--- src/rtl/frame_aligner_lock.sv ---
// S-bit frame aligner: decodes one-hot SoT into a per-lane bitslip, with HUNT/VERIFY/LOCKED flywheel.
// Defining FRAME_ALIGNER_ERR_CNT_EN implements the sot_err_cnt_o counter; otherwise it is tied to 0.
module frame_aligner_lock #(
  parameter int unsigned FRAME_SIZE = 8,
  parameter int unsigned MXSBITS    = 64,
  parameter int unsigned SW         = $clog2(FRAME_SIZE),
  parameter int unsigned CNT_W      = 12
) (
  input  logic                  clock,
  input  logic                  reset,
  input  logic [MXSBITS-1:0]    sbits_i,
  input  logic [FRAME_SIZE-1:0] start_of_frame_i,
  input  logic                  mask_i,
  input  logic [SW-1:0]         slip_offset_i,
  input  logic [CNT_W-1:0]      aligned_count_to_ready_i,
  input  logic [CNT_W-1:0]      bad_count_to_unlock_i,
  output logic [MXSBITS-1:0]    sbits_o,
  output logic [SW-1:0]         bitslip_cnt_o,
  output logic                  sot_is_aligned_o,
  output logic                  sot_unstable_o,
  output logic [15:0]           sot_err_cnt_o
);

  localparam int unsigned NL = MXSBITS / FRAME_SIZE;
  localparam logic [CNT_W-1:0] CntMax = '1;

  typedef enum logic [1:0] {StHunt, StVerify, StLocked} state_e;

  state_e state_q, state_d;
  logic [CNT_W-1:0] stable_q, stable_d, stable_next;
  logic [CNT_W-1:0] bad_q, bad_d;
  logic [CNT_W:0]   bad_inc;
  logic [SW-1:0]    locked_slip_q, locked_slip_d;
  logic [SW-1:0]    bitslip_q, bitslip_d;
  logic             unstable_q, unstable_d;
  logic             aligned_q;

  logic [MXSBITS-1:0]      sbits_cur_q, sbits_prev_q, sbits_out_q, sbits_slip;
  logic [2*FRAME_SIZE-1:0] win;

  logic [FRAME_SIZE-1:0] sof_q;
  logic                  good_d, good_q;
  logic [SW-1:0]         sof_pos, cand_d, cand_q;

  // Window is {current frame, previous frame}; slip k selects bits [k+FRAME_SIZE-1:k].
  always_comb begin
    sbits_slip = '0;
    win        = '0;
    for (int l = 0; l < NL; l++) begin
      win = {sbits_cur_q[l*FRAME_SIZE +: FRAME_SIZE], sbits_prev_q[l*FRAME_SIZE +: FRAME_SIZE]};
      sbits_slip[l*FRAME_SIZE +: FRAME_SIZE] = win[bitslip_q +: FRAME_SIZE];
    end
  end

  always_comb begin
    sof_pos = '0;
    for (int i = 0; i < FRAME_SIZE; i++) begin
      if (sof_q[i]) sof_pos = SW'(i);
    end
    good_d = $onehot(sof_q);
    cand_d = sof_pos + slip_offset_i;
  end

  always_comb begin
    state_d       = state_q;
    stable_d      = stable_q;
    bad_d         = bad_q;
    locked_slip_d = locked_slip_q;
    bitslip_d     = bitslip_q;
    unstable_d    = unstable_q;
    stable_next   = (stable_q == CntMax) ? stable_q : stable_q + 1'b1;
    bad_inc       = {1'b0, bad_q} + 1'b1;

    if (mask_i) begin
      state_d  = StHunt;
      stable_d = '0;
      bad_d    = '0;
    end else begin
      case (state_q)
        StHunt: begin
          if (good_q) begin
            state_d       = StVerify;
            stable_d      = CNT_W'(1);
            locked_slip_d = cand_q;
            bitslip_d     = cand_q;
          end
        end
        StVerify: begin
          if (!good_q) begin
            state_d  = StHunt;
            stable_d = '0;
          end else begin
            if (cand_q == locked_slip_q) begin
              stable_d = stable_next;
            end else begin
              locked_slip_d = cand_q;
              stable_d      = CNT_W'(1);
            end
            bitslip_d = locked_slip_d;
            if (stable_d >= aligned_count_to_ready_i) begin
              state_d = StLocked;
              bad_d   = '0;
            end
          end
        end
        StLocked: begin
          if (good_q && (cand_q == locked_slip_q)) begin
            bad_d = '0;
          end else if (bad_inc > {1'b0, bad_count_to_unlock_i}) begin
            state_d    = StHunt;
            unstable_d = 1'b1;
            bad_d      = '0;
            stable_d   = '0;
          end else begin
            bad_d = (bad_q == CntMax) ? bad_q : bad_inc[CNT_W-1:0];
          end
        end
        default: state_d = StHunt;
      endcase
    end
  end

  always_ff @(posedge clock) begin
    if (reset) begin
      sbits_cur_q   <= '0;
      sbits_prev_q  <= '0;
      sbits_out_q   <= '0;
      sof_q         <= '0;
      good_q        <= 1'b0;
      cand_q        <= '0;
      state_q       <= StHunt;
      stable_q      <= '0;
      bad_q         <= '0;
      locked_slip_q <= '0;
      bitslip_q     <= '0;
      unstable_q    <= 1'b0;
      aligned_q     <= 1'b0;
    end else begin
      sbits_cur_q   <= sbits_i;
      sbits_prev_q  <= sbits_cur_q;
      sbits_out_q   <= mask_i ? '0 : sbits_slip;
      sof_q         <= start_of_frame_i;
      good_q        <= good_d;
      cand_q        <= cand_d;
      state_q       <= state_d;
      stable_q      <= stable_d;
      bad_q         <= bad_d;
      locked_slip_q <= locked_slip_d;
      bitslip_q     <= bitslip_d;
      unstable_q    <= unstable_d;
      aligned_q     <= (state_q == StLocked);
    end
  end

`ifdef FRAME_ALIGNER_ERR_CNT_EN
  logic        err_inc;
  logic [15:0] err_cnt_q;

  // Any frame in LOCKED that is not the locked one-hot position counts as an error.
  assign err_inc = !mask_i && (state_q == StLocked) && !(good_q && (cand_q == locked_slip_q));

  always_ff @(posedge clock) begin
    if (reset) begin
      err_cnt_q <= '0;
    end else if (err_inc && (err_cnt_q != 16'hFFFF)) begin
      err_cnt_q <= err_cnt_q + 16'd1;
    end
  end

  assign sot_err_cnt_o = err_cnt_q;
`else
  assign sot_err_cnt_o = '0;
`endif

  assign sbits_o          = sbits_out_q;
  assign bitslip_cnt_o    = bitslip_q;
  assign sot_is_aligned_o = aligned_q;
  assign sot_unstable_o   = unstable_q;

endmodule
--- config.mk ---
export PLATFORM = sky130hd
export DESIGN_NAME = frame_aligner_lock
export DESIGN_NICKNAME = d
export VERILOG_FILES = /design/src/rtl/frame_aligner_lock.sv
export SDC_FILE = /design/constraint.sdc
export NUM_CORES = 1
export LEC_CHECK = 0
export ABC_CLOCK_PERIOD_IN_PS = 9000
export CAP_MARGIN = 20
export CORE_MARGIN = 2
export CORE_UTILIZATION = 35
export DETAILED_ROUTE_END_ITERATION = 8
export GPL_TIMING_DRIVEN = 0
export PLACE_DENSITY_LB_ADDON = 0.12
export SLEW_MARGIN = 20
export SYNTH_ARGS = -nofsm -noshare
export SYNTH_HDL_FRONTEND = slang
export SYNTH_SLANG_ARGS = --single-unit
--- constraint.sdc ---
create_clock -name clock -period 9 [get_ports clock]
set_input_delay 1.35 -clock clock [delete_from_list [all_inputs] [get_ports clock]]
set_output_delay 1.35 -clock clock [all_outputs]
set_load 0.005 [all_outputs]
==> flow_metrics.env <==
export IMPL_tightest_slew_ns=0.812
export IMPL_crit_path_start="stable_q[1]$_SDFFE_PP0P_"
export IMPL_io_buffer_count=170
export IMPL_synthTopCellsByCount="235 x dfxtp_1, 143 x nor2b_1, 111 x mux2i_1, 93 x nor2_1, 64 x mux4_2"
export IMPL_grt_overflow=0
export IMPL_areaGrowthSynthToFinish_pct=28.9
export IMPL_grt_pass1_wl_um=44200
export IMPL_status="complete, no violations"
export IMPL_coreArea_mm2=0.0306
export IMPL_place_gp_congestion=0.838
export IMPL_cts_made_buffers=28
export IMPL_hold_ws_ns=0.431
export IMPL_finalMaxSlewViolations=0
export IMPL_clk_pin_slew_worst_paths_ns=0.06
export IMPL_drc_errors=0
export IMPL_rsz0062_at_grt="false"
export IMPL_drtIter0Drc=437
export IMPL_via_per_inst=4.80
export IMPL_fin_crit_sh_pct=43.3
export IMPL_synth_edf_count=0
export IMPL_regToRegSetupSlack_ns=5.11
export IMPL_max_cap_viol_count=0
export IMPL_peakVddDrop_v=0.000121
export IMPL_timing_final_ws_setup_ns=5.11
export IMPL_slew_headroom_pct=45.9
export IMPL_ios=187
export IMPL_diodes=0
export IMPL_min_path_type="reg2reg"
export IMPL_syn_inst=1001
export IMPL_ff2ff_path_depth=16
export IMPL_leakage_nw=5.10
export IMPL_yosysMostFrequentCell="dfxtp_1"
export IMPL_detailed_place_hpwl_um=21300
export IMPL_htree_levels=1
export IMPL_fin_total_pwr_mw=2.49
export IMPL_drive_gt1_share_pct=13.6
export IMPL_fmax_mhz=257
export IMPL_yosysSeqAreaShare_pct=43.2
export IMPL_setup_tns_ns=0
export IMPL_antenna_left=0
export IMPL_ys_ff_latch=235
export IMPL_path_max_fanout=10
export IMPL_synth_top_area_share_pct=43.2
export IMPL_utilization_pct=45.9
export IMPL_period_needed_ns=3.89
export IMPL_synth_top_cell_by_area="dfxtp_1"
export IMPL_clock_sinks=235
export IMPL_clock_latency_ns=0.53
export IMPL_grt_pass1_vias=7921
export IMPL_synth_area_leaders="dfxtp_1 43%, mux4_2 13%, mux2i_1 10%"
export IMPL_worstSetupEndpointType="flop"
export IMPL_core_rowCount=64
export IMPL_synth_area_mm2=0.0109
export IMPL_synth_async_reset_ratio_pct=0
export IMPL_start_util_pct=35.6
export IMPL_die_y_um=180
export IMPL_stdcell_area_mm2=0.0140
export IMPL_first_pass_iters=7
export IMPL_vias=7842
export IMPL_dp_slack_ns=5.13
export IMPL_fp_dieArea_mm2=0.0325
export IMPL_worstPathArrival_ns=4.31
export IMPL_cts_resized=0
export IMPL_finClkSkew_ns=0.0113
export IMPL_post_cts_buffers=0
export IMPL_synth_ff_type="dfxtp_1"
export IMPL_cts_hold_buf=0
export IMPL_regToRegEndpoint="bad_q[7]$_SDFFE_PP0P_"
export IMPL_endpoint="bad_q[7]$_SDFFE_PP0P_"
export IMPL_power_density_mw_per_mm2=177
export IMPL_cp_start_kind="flop"
export IMPL_tritoncts="yes"
export IMPL_crit_reg2reg_launch="stable_q[1]$_SDFFE_PP0P_"
export IMPL_cts_root_buf="clkbuf_16"
export IMPL_routed_wirelength_um=28400
export IMPL_grtUsageTotal_pct=17.1
export IMPL_fin_nets=1357
export IMPL_syn_area_per_cell_um2=10.9
export IMPL_final_cells=1633
export IMPL_crit_required_ns=9.42
export IMPL_wire_per_inst_um=17.4
export IMPL_path_class="reg2reg"
export IMPL_final_hold_viol_count=0
export IMPL_yosysWarnings=0
export IMPL_antenna_found_initial=0
export IMPL_synth_cell_types=63
export IMPL_grt_max_degree=14
export IMPL_die_w_um=180
export IMPL_setup_viol=0
export IMPL_place_area_mm2=0.0131
export IMPL_clockBufferDepth=3
export IMPL_dp_cells=1582
[how the worst min path moves through the flow]
stage	start	to	slack, ns	cells after the start
2_1_floorplan	sbits_cur_q[15]$_SDFF_PP0_	sbits_prev_q[15]$_SDFF_PP0_	0.41	1
3_3_place_gp	sbits_cur_q[47]$_SDFF_PP0_	sbits_prev_q[47]$_SDFF_PP0_	0.42	1
3_5_place_dp	sbits_cur_q[7]$_SDFF_PP0_	sbits_prev_q[7]$_SDFF_PP0_	0.42	1
4_1_cts	sbits_cur_q[47]$_SDFF_PP0_	sbits_prev_q[47]$_SDFF_PP0_	0.43	1
5_1_grt	sbits_cur_q[39]$_SDFF_PP0_	sbits_prev_q[39]$_SDFF_PP0_	0.46	1
6_report	sbits_cur_q[47]$_SDFF_PP0_	sbits_prev_q[47]$_SDFF_PP0_	0.43	1
[per-layer routing]
metal	vias up	track usage [%]	part of all wire (%)
met3	34	2.57	5.0
li1	3890	-	-
met2	221	27.6	45
met4	0	3.65	1.8
met5	-	0	0
met1	3697	24.2	48
[report_power, final]
part / internal, mW / switching (mW) / total (mW)
registers: 1.08 / 0.0229 / 1.10
logic: 0.159 / 0.151 / 0.309
clock network: 0.654 / 0.419 / 1.07
total: 1.89 / 0.592 / 2.49
[kinds of logic after synthesis]
| family | count (synthesis) | synth area share, % |
|---|---|---|
| xor+xnor | 20 | 1.61 |
| fa+ha+maj | 39 | 4.82 |
| simple gates | 343 | 16.6 |
| other cells | 1 | 0.0344 |
| flops | 235 | 43.2 |
| buf+inv | 113 | 4.97 |
| mux | 176 | 23.5 |
| compound gates | 74 | 5.27 |
[cells in the final DEF, fill, tap and decap left out, types with 4 or more instances in the layout]
cell type	count
nand3_1	23
buf_4	20
and3_1	6
clkbuf_1	42
clkbuf_16	29
ha_1	34
xor2_1	6
conb_1	16
xnor2_1	14
nor2b_1	143
mux4_2	64
o211ai_1	4
clkdlybuf4s50_1	170
nand2b_1	5
clkbuf_8	8
nand4_1	7
o21ai_0	8
fa_1	5
dfxtp_1	235
nor3_1	6
mux2i_1	111
a211oi_1	4
o2bb2ai_1	4
inv_1	36
nand2_1	42
a21oi_1	17
a32o_2	5
buf_2	21
nor2_1	93
a22o_1	4
[final cells by class]
class | count | area [um2]
clock buffers | 47 | 873
well taps | 396 | 495
inverters | 36 | 135
fillers | 2932 | 16500
clock inverters | 4 | 22.5
repair buffers | 170 | 1700
flip-flops and latches | 235 | 4700
plain buffers | 77 | 407
multi-input cells | 668 | 5700
[critical path: stages (launching register included)]
cell and delay, ns:
dfxtp_1 0.41, ha_1 0.28, nand3_1 0.12, nor2_1 0.29, nand2_1 0.29, nand4_1 0.24, xor2_1 0.19, nor2_1 0.06
ha_1 0.29, o21a_1 0.11, nor2_1 0.04, or4_1 0.52, a31oi_2 0.29, a31oi_4 0.17, buf_6 0.18, o2bb2ai_1 0.12
a22o_1 0.17
[registers in the layout, indices dropped and copies added, names as in the netlist, 2 cells and up]
signal / flops
sof_q: 8
sbits_cur_q: 64
bitslip_cnt_o: 3
sbits_prev_q: 64
bad_q: 12
cand_q: 3
state_q: 2
stable_q: 12
sbits_o: 64
No activity file was read; power rests on OpenSTA's default activity.
